$ cat src/rtl/sfp_link_supervisor_pkg.sv
// Shared definitions for the SFP link supervisor: state codes, o_fault bit positions, default timings.
package sfp_link_supervisor_pkg;

    typedef enum logic [2:0] {
        ST_OFF     = 3'd0,
        ST_PWRUP   = 3'd1,
        ST_RUN     = 3'd2,
        ST_FAULT   = 3'd3,
        ST_BACKOFF = 3'd4,
        ST_LOCKOUT = 3'd5
    } sup_state_e;

    localparam int FLT_TX   = 0;
    localparam int FLT_PLS  = 1;
    localparam int FLT_LOCK = 2;

    localparam int DEF_PWRUP_CYC    = 40000;
    localparam int DEF_BACKOFF_CYC  = 400000;
    localparam int DEF_MAX_RETRY    = 3;
    localparam int DEF_LOS_FILT_CYC = 400;
    localparam int DEF_MAX_ON_CYC   = 16000;
    localparam int DEF_MIN_OFF_CYC  = 4000;

endpackage

$ cat src/rtl/sfp_link_supervisor_if.sv
// Board-side signal bundle of the SFP link supervisor; slave = supervisor, master = board/bench.
interface sfp_link_supervisor_if;
    logic       i_sfp_tx_flt;
    logic       i_sfp_loss_sig;
    logic       i_pls_req;
    logic       o_sfp_tx_dis_n;
    logic       o_drv_en;
    logic       o_rcv_en_n;
    logic       o_pls;
    logic       o_link_up;
    logic [2:0] o_fault;
    logic [2:0] o_state;

    modport slave (
        input  i_sfp_tx_flt, i_sfp_loss_sig, i_pls_req,
        output o_sfp_tx_dis_n, o_drv_en, o_rcv_en_n, o_pls, o_link_up, o_fault, o_state
    );
    modport master (
        output i_sfp_tx_flt, i_sfp_loss_sig, i_pls_req,
        input  o_sfp_tx_dis_n, o_drv_en, o_rcv_en_n, o_pls, o_link_up, o_fault, o_state
    );
endinterface

$ cat src/rtl/sfp_sup_pls_limiter.sv
// Interrupter pulse limiter: caps continuous on-time and enforces a minimum off-time after any pulse end.
module sfp_sup_pls_limiter #(
    parameter int MAX_ON_CYC  = 16000,
    parameter int MIN_OFF_CYC = 4000
) (
    input  logic i_clk,
    input  logic i_res,
    input  logic i_req,
    input  logic i_en,
    output logic o_pls,
    output logic o_limited
);
    localparam int ON_W  = $clog2(MAX_ON_CYC + 1);
    localparam int OFF_W = $clog2(MIN_OFF_CYC + 1);
    localparam logic [ON_W-1:0]  ON_MAX  = ON_W'(MAX_ON_CYC);
    localparam logic [OFF_W-1:0] OFF_MAX = OFF_W'(MIN_OFF_CYC);

    logic             r_pls, r_req_d, r_armed, r_limited;
    logic [ON_W-1:0]  r_on_cnt;
    logic [OFF_W-1:0] r_off_cnt;
    logic             w_hit, w_off_ok, w_rise, w_pls_nxt;

    assign w_hit    = r_pls && (r_on_cnt == ON_MAX);
    assign w_off_ok = (r_off_cnt >= OFF_MAX);
    assign w_rise   = i_req && !r_req_d;
    // A running pulse continues; a new one needs a fresh request and a completed off-time.
    assign w_pls_nxt = i_en && i_req && !w_hit && (r_pls || (r_armed && w_off_ok));

    always_ff @(posedge i_clk) begin
        if (i_res) begin
            r_pls     <= 1'b0;
            r_req_d   <= 1'b0;
            r_armed   <= 1'b1;
            r_limited <= 1'b0;
            r_on_cnt  <= '0;
            r_off_cnt <= '0;
        end else begin
            r_pls     <= w_pls_nxt;
            r_req_d   <= i_req;
            r_limited <= r_limited | w_hit;
            r_on_cnt  <= w_pls_nxt ? r_on_cnt + 1'b1 : '0;
            if (w_pls_nxt)
                r_off_cnt <= '0;
            else if (r_off_cnt != OFF_MAX)
                r_off_cnt <= r_off_cnt + 1'b1;
            if (!i_req)
                r_armed <= 1'b1;
            else if (w_hit || (w_rise && !w_off_ok))
                r_armed <= 1'b0;
        end
    end

    assign o_pls     = r_pls;
    assign o_limited = r_limited;
endmodule

$ cat src/rtl/sfp_link_supervisor.sv
// SFP/LVDS link sequencer: power-up delay, TX fault retry/lockout, LOS filter and interrupter pulse gate.
// Define SFP_SUP_PLS_LIMIT_EN to add the on-time/off-time pulse limiter.
module sfp_link_supervisor
    import sfp_link_supervisor_pkg::*;
#(
    parameter int PWRUP_CYC    = DEF_PWRUP_CYC,
    parameter int BACKOFF_CYC  = DEF_BACKOFF_CYC,
    parameter int MAX_RETRY    = DEF_MAX_RETRY,
    parameter int LOS_FILT_CYC = DEF_LOS_FILT_CYC
`ifdef SFP_SUP_PLS_LIMIT_EN
    ,
    parameter int MAX_ON_CYC   = DEF_MAX_ON_CYC,
    parameter int MIN_OFF_CYC  = DEF_MIN_OFF_CYC
`endif
) (
    input  logic                  i_clk,
    input  logic                  i_res,
    sfp_link_supervisor_if.slave  bus
);
    localparam int SEQ_MAX = (PWRUP_CYC > BACKOFF_CYC) ? PWRUP_CYC : BACKOFF_CYC;
    localparam int SEQ_W   = $clog2(SEQ_MAX + 1);
    localparam int RTY_W   = $clog2(MAX_RETRY + 1);
    localparam int LOS_W   = $clog2(LOS_FILT_CYC + 1);
    localparam logic [SEQ_W-1:0] PWRUP_LAST   = SEQ_W'(PWRUP_CYC - 1);
    localparam logic [SEQ_W-1:0] BACKOFF_LAST = SEQ_W'(BACKOFF_CYC - 1);
    localparam logic [RTY_W-1:0] RTY_MAX      = RTY_W'(MAX_RETRY);
    localparam logic [RTY_W-1:0] RTY_LAST     = RTY_W'(MAX_RETRY - 1);
    localparam logic [LOS_W-1:0] LOS_MAX      = LOS_W'(LOS_FILT_CYC);
    localparam logic [LOS_W-1:0] LOS_LAST     = LOS_W'(LOS_FILT_CYC - 1);

    sup_state_e       r_state, w_state_nxt;
    logic [1:0]       r_flt_sync, r_los_sync, r_req_sync;
    logic [SEQ_W-1:0] r_seq_cnt;
    logic [RTY_W-1:0] r_retry_cnt;
    logic [LOS_W-1:0] r_los_cnt;
    logic             r_link_up, r_tx_dis_n, r_drv_en, r_rcv_en_n, r_tx_flt_seen, r_lock_seen;
    logic             w_flt, w_los, w_req;
    logic             w_tx_on, w_rcv_off, w_in_fault, w_in_lock, w_run;
    logic             w_pls, w_pls_lim;
    logic [2:0]       w_fault;

    always_ff @(posedge i_clk) begin
        if (i_res) begin
            r_flt_sync <= '0;
            r_los_sync <= '0;
            r_req_sync <= '0;
        end else begin
            r_flt_sync <= {r_flt_sync[0], bus.i_sfp_tx_flt};
            r_los_sync <= {r_los_sync[0], bus.i_sfp_loss_sig};
            r_req_sync <= {r_req_sync[0], bus.i_pls_req};
        end
    end
    assign w_flt = r_flt_sync[1];
    assign w_los = r_los_sync[1];
    assign w_req = r_req_sync[1];

    always_ff @(posedge i_clk) begin
        if (i_res) r_state <= ST_OFF;
        else       r_state <= w_state_nxt;
    end

    always_comb begin
        w_state_nxt = r_state;
        case (r_state)
            ST_OFF:     w_state_nxt = ST_PWRUP;
            // A fault seen at power-up expiry takes priority over entering RUN.
            ST_PWRUP:   if (r_seq_cnt == PWRUP_LAST) w_state_nxt = w_flt ? ST_FAULT : ST_RUN;
            ST_RUN:     if (w_flt) w_state_nxt = ST_FAULT;
            ST_FAULT:   w_state_nxt = (r_retry_cnt >= RTY_LAST) ? ST_LOCKOUT : ST_BACKOFF;
            ST_BACKOFF: if (r_seq_cnt == BACKOFF_LAST) w_state_nxt = ST_PWRUP;
            default:    w_state_nxt = ST_LOCKOUT;
        endcase
    end

    always_comb begin
        w_run      = (r_state == ST_RUN);
        w_tx_on    = w_run;
        w_rcv_off  = (r_state == ST_OFF);
        w_in_fault = (r_state == ST_FAULT);
        w_in_lock  = (r_state == ST_LOCKOUT);
    end

    always_ff @(posedge i_clk) begin
        if (i_res) begin
            r_seq_cnt   <= '0;
            r_retry_cnt <= '0;
        end else begin
            if ((w_state_nxt == r_state) && (r_state == ST_PWRUP || r_state == ST_BACKOFF))
                r_seq_cnt <= r_seq_cnt + 1'b1;
            else
                r_seq_cnt <= '0;
            if (w_in_fault && r_retry_cnt != RTY_MAX)
                r_retry_cnt <= r_retry_cnt + 1'b1;
        end
    end

    always_ff @(posedge i_clk) begin
        if (i_res || r_state == ST_OFF) begin
            r_los_cnt <= '0;
            r_link_up <= 1'b0;
        end else if (!w_los) begin
            r_los_cnt <= '0;
            r_link_up <= 1'b1;
        end else if (r_los_cnt != LOS_MAX) begin
            r_los_cnt <= r_los_cnt + 1'b1;
            if (r_los_cnt == LOS_LAST) r_link_up <= 1'b0;
        end
    end

    always_ff @(posedge i_clk) begin
        if (i_res) begin
            r_tx_dis_n    <= 1'b0;
            r_drv_en      <= 1'b0;
            r_rcv_en_n    <= 1'b1;
            r_tx_flt_seen <= 1'b0;
            r_lock_seen   <= 1'b0;
        end else begin
            r_tx_dis_n    <= w_tx_on;
            r_drv_en      <= w_tx_on;
            r_rcv_en_n    <= w_rcv_off;
            r_tx_flt_seen <= r_tx_flt_seen | w_in_fault;
            r_lock_seen   <= r_lock_seen | w_in_lock;
        end
    end

`ifdef SFP_SUP_PLS_LIMIT_EN
    sfp_sup_pls_limiter #(
        .MAX_ON_CYC (MAX_ON_CYC),
        .MIN_OFF_CYC(MIN_OFF_CYC)
    ) u_pls_lim (
        .i_clk    (i_clk),
        .i_res    (i_res),
        .i_req    (w_req),
        .i_en     (w_run),
        .o_pls    (w_pls),
        .o_limited(w_pls_lim)
    );
`else
    logic r_pls;
    always_ff @(posedge i_clk) begin
        if (i_res) r_pls <= 1'b0;
        else       r_pls <= w_req && w_run;
    end
    assign w_pls     = r_pls;
    assign w_pls_lim = 1'b0;
`endif

    always_comb begin
        w_fault           = '0;
        w_fault[FLT_TX]   = r_tx_flt_seen;
        w_fault[FLT_PLS]  = w_pls_lim;
        w_fault[FLT_LOCK] = r_lock_seen;
    end

    assign bus.o_sfp_tx_dis_n = r_tx_dis_n;
    assign bus.o_drv_en       = r_drv_en;
    assign bus.o_rcv_en_n     = r_rcv_en_n;
    assign bus.o_pls          = w_pls;
    assign bus.o_link_up      = r_link_up;
    assign bus.o_fault        = w_fault;
    assign bus.o_state        = r_state;
endmodule
$ cat src/flat_wrapper.sv
// flat-port wrapper written by rule: the top's interface ports become plain ports
module sfp_link_supervisor_flat import sfp_link_supervisor_pkg::*;
#(
    parameter int PWRUP_CYC    = DEF_PWRUP_CYC,
    parameter int BACKOFF_CYC  = DEF_BACKOFF_CYC,
    parameter int MAX_RETRY    = DEF_MAX_RETRY,
    parameter int LOS_FILT_CYC = DEF_LOS_FILT_CYC

)
  (i_clk, i_res, bus_i_sfp_tx_flt, bus_i_sfp_loss_sig, bus_i_pls_req, bus_o_sfp_tx_dis_n, bus_o_drv_en, bus_o_rcv_en_n, bus_o_pls, bus_o_link_up, bus_o_fault, bus_o_state);
  sfp_link_supervisor_if bus_i ();
  input  logic i_clk;
  input  logic i_res;
  input wire logic [$bits(bus_i.i_sfp_tx_flt)-1:0] bus_i_sfp_tx_flt;
  input wire logic [$bits(bus_i.i_sfp_loss_sig)-1:0] bus_i_sfp_loss_sig;
  input wire logic [$bits(bus_i.i_pls_req)-1:0] bus_i_pls_req;
  output wire logic [$bits(bus_i.o_sfp_tx_dis_n)-1:0] bus_o_sfp_tx_dis_n;
  output wire logic [$bits(bus_i.o_drv_en)-1:0] bus_o_drv_en;
  output wire logic [$bits(bus_i.o_rcv_en_n)-1:0] bus_o_rcv_en_n;
  output wire logic [$bits(bus_i.o_pls)-1:0] bus_o_pls;
  output wire logic [$bits(bus_i.o_link_up)-1:0] bus_o_link_up;
  output wire logic [$bits(bus_i.o_fault)-1:0] bus_o_fault;
  output wire logic [$bits(bus_i.o_state)-1:0] bus_o_state;
  assign bus_i.i_sfp_tx_flt = bus_i_sfp_tx_flt;
  assign bus_i.i_sfp_loss_sig = bus_i_sfp_loss_sig;
  assign bus_i.i_pls_req = bus_i_pls_req;
  assign bus_o_sfp_tx_dis_n = bus_i.o_sfp_tx_dis_n;
  assign bus_o_drv_en = bus_i.o_drv_en;
  assign bus_o_rcv_en_n = bus_i.o_rcv_en_n;
  assign bus_o_pls = bus_i.o_pls;
  assign bus_o_link_up = bus_i.o_link_up;
  assign bus_o_fault = bus_i.o_fault;
  assign bus_o_state = bus_i.o_state;
  sfp_link_supervisor #(.PWRUP_CYC(PWRUP_CYC), .BACKOFF_CYC(BACKOFF_CYC), .MAX_RETRY(MAX_RETRY), .LOS_FILT_CYC(LOS_FILT_CYC)) u_core (.i_clk(i_clk), .i_res(i_res), .bus(bus_i));
endmodule
$ cat config.mk
export PLATFORM = sky130hd
export DESIGN_NAME = sfp_link_supervisor_flat
export DESIGN_NICKNAME = d
export VERILOG_FILES = /design/src/rtl/sfp_link_supervisor_pkg.sv /design/src/rtl/sfp_link_supervisor_if.sv /design/src/rtl/sfp_sup_pls_limiter.sv /design/src/rtl/sfp_link_supervisor.sv /design/src/flat_wrapper.sv
export SDC_FILE = /design/constraint.sdc
export NUM_CORES = 1
export LEC_CHECK = 0
export CAP_MARGIN = 5
export CORE_MARGIN = 3
export CORE_UTILIZATION = 55
export DETAILED_ROUTE_END_ITERATION = 6
export MAX_ROUTING_LAYER = met4
export PLACE_DENSITY_LB_ADDON = 0.08
export SYNTH_ARGS = -nofsm -noshare
export SYNTH_HDL_FRONTEND = slang
export SYNTH_HIERARCHICAL = 1
export SYNTH_SLANG_ARGS = --single-unit
$ cat constraint.sdc
create_clock -name i_clk -period 2.5 [get_ports i_clk]
set_clock_uncertainty 0.15 [all_clocks]
set_input_delay 0.5 -clock i_clk [delete_from_list [all_inputs] [get_ports i_clk]]
set_output_delay 0.5 -clock i_clk [all_outputs]
set_load 0.02 [all_outputs]
==> qor.csv <==
metric,value,unit
register area share after synthesis,44.9,%
H-tree depth,2,
ant diodes,0,
CTS tree,built,
Routed WL,3540,um
Core Area,0.00342,mm^2
Cells after DPL,268,
Post-Layout Cell Count,275,
RD Place Congestion,0.861,
Final Cycle Share,88.9,%
final hold vios,0,
# IOs,16,
# Max-Cap Violations,0,
largest stage delay on the critical path,0.68,ns
Synth Warn #,6,
CTS max path bufs,2,
vias in the first global route,1432,
buffers plus inverters on the worst setup path,1,
total power,1.23,mW
CP Cell Sequence,clkdlybuf4s50_1,
"Max FO, Critical Path",12,
initial core utilization,58.8,%
cts repair resizes,0,
global route overflow,0,
worst hold path class,flop to flop,
"commonest non-fill, non-tap cells in the layout","dfxtp_1, nor2_1, clkdlybuf4s50_1",
Iter 0 DRT Violations,32,
crit path DAT,1.57,ns
Final #Nets,239,
Pre-Repair DR Iteration Count,4,
Mapped Area,0.00201,mm^2
"Clk pin slew, worst setup/hold paths",0.11,ns
per-cell routed wire length,12.9,um
slowest CP cell,clkdlybuf4s50_1,
power density cells,553,mW/mm^2
Total GRT Usage,18.9,%
CP required,1.85,ns
clock period minus worst slack,2.22,ns
HPWL Detailed,2640,um
cell count after synthesis,216,
# rows,21,
"most common cell after layout, fill and taps aside",dfxtp_1,
layout cell share with drive strength beyond 1,7.86,%
Die Ht,66.4,um
initial antenna violation count,0,
postcts setup bufs,0,
die width,66.4,um
final setup vio count,0,
"IR drop worst, VDD",429,uV
CTS sink count,45,
max-slew violations,0,
Critical Path Start Type,flop,
worst-skew pair later-pin latency,0.35,ns
max frequency,0.450,GHz
Setup TNS Final,0,ns
leakage,0.744,nW
largest net degree at the start of global routing,20,
DRC violations left,0,
distinct cell type count after synthesis,46,
syn nets,226,
Yosys reg bits,45,
die footprint,0.00441,mm^2
DR vias,1510,
Fillers,277,
number of vias per cell,5.49,
cell family with most CP delay,buffers and inverters,
crit end category,output port,
Root Buffer,clkbuf_4,
Area growth syn-to-layout,11.0,%
CTS Buf Count,5,
Syn Area/Cell,9.30,um^2
outcome,completed,
first-pass GRT wire length,6270,um
post-route ant nets,0,
CP Class,flop to output port,
RSZ-0062 raised after global routing,false,
CTS Hold Bufs,0,
Port Buffers,14,
## Yosys cell counts (all sizes together)
library cell	count	area (um^2)
dfxtp	45	901
buf	8	58.8
and4	2	17.5
nand2	10	37.5
xor2	10	87.6
conb	1	3.75
and4b	1	10.0
nand4	8	50.1
nor4b	1	8.76
nor2	24	90.1
or4	3	22.5
o31ai	3	22.5
a31oi	2	12.5
nand3	7	35.0
nor2b	6	37.5
o211ai	1	7.51
o41ai	1	27.5
nor4bb	1	10.0
nor4	1	21.3
o21ai	5	25.0
nand3b	1	7.51
clkbuf	3	13.8
or2	1	6.26
a211oi	8	60.1
o32a	1	10.0
nor3b	1	7.51
mux2i	1	10.0
inv	9	33.8
ha	5	62.6
and3	4	26.3
or3b	2	20.0
a21oi	4	23.8
xnor2	9	78.8
nor3	13	65.1
or3	6	42.5
nand2b	2	12.5
and2	5	32.5
nand4b	1	8.76
## through the flow
step                utilization [%]  worst slack, ns  area (um^2)  hold WS (ns)
global route                   65.2            0.189         2230         0.318
CTS                            65.2            0.258         2230         0.299
floorplan                         -            0.540         2010         0.253
finish                         65.2            0.277         2230         0.297
global placement               63.1            0.518         2160         0.261
detailed placement             63.1            0.435         2160         0.270
## power breakdown
part	total (mW)	internal, mW	leakage, nW	switching, mW
combinational	0.0755	0.0364	0.338	0.0391
clock	0.417	0.204	0.0410	0.214
sequential	0.738	0.729	0.365	0.00947
total	1.23	0.969	0.744	0.262
## worst paths after layout
check                              startpoint                               to  slack [ns]  cells past startpoint
max reg2reg    u_core/r_seq_cnt[0]$_SDFF_PP0_  u_core/r_seq_cnt[18]$_SDFF_PP0_        0.44                      5
min           u_core/r_flt_sync[0]$_SDFF_PP0_  u_core/r_flt_sync[1]$_SDFF_PP0_        0.30                      1
max          u_core/bus.o_state[2]$_SDFF_PP0_                   bus_o_state[2]        0.28                      1
min reg2reg   u_core/r_flt_sync[0]$_SDFF_PP0_  u_core/r_flt_sync[1]$_SDFF_PP0_        0.30                      1
## routing by layer
layer  wire, um  global-route usage, %
met1       1620                   21.3
met4         23                   4.57
met2       1790                   32.8
met5          0                      -
met3        111                   5.61
## cell type report
| type | instances | area, um^2 | area share (%) |
|---|---|---|---|
| sequential | 45 | 901 | 40.4 |
| timing repair buffer | 17 | 163 | 7.30 |
| clock buffer | 5 | 37.5 | 1.68 |
| clock inverter | 2 | 35.0 | 1.57 |
| multi-input combinational | 151 | 1000 | 44.9 |
| tap | 46 | 57.6 | 2.58 |
| inverter | 9 | 33.8 | 1.52 |
## state kept, by name, indices dropped and copies added (netlist names), 2 cells and up
| name | cells |
|---|---|
| u_core/r_retry_cnt | 2 |
| u_core/r_los_sync | 2 |
| u_core/bus.o_state | 3 |
| u_core/r_seq_cnt | 19 |
| u_core/r_flt_sync | 2 |
| u_core/r_los_cnt | 9 |
| u_core/r_req_sync | 2 |
## kinds of logic after synthesis
| logic type | share of synthesized area [%] |
|---|---|
| compound gates | 9.41 |
| xor+xnor | 8.29 |
| fa+ha+maj | 3.12 |
| buf+inv | 5.30 |
| flops | 44.9 |
| mux | 0.498 |
| other cells | 0.187 |
| simple gates | 28.4 |
Power figures use the tool's default switching activity.
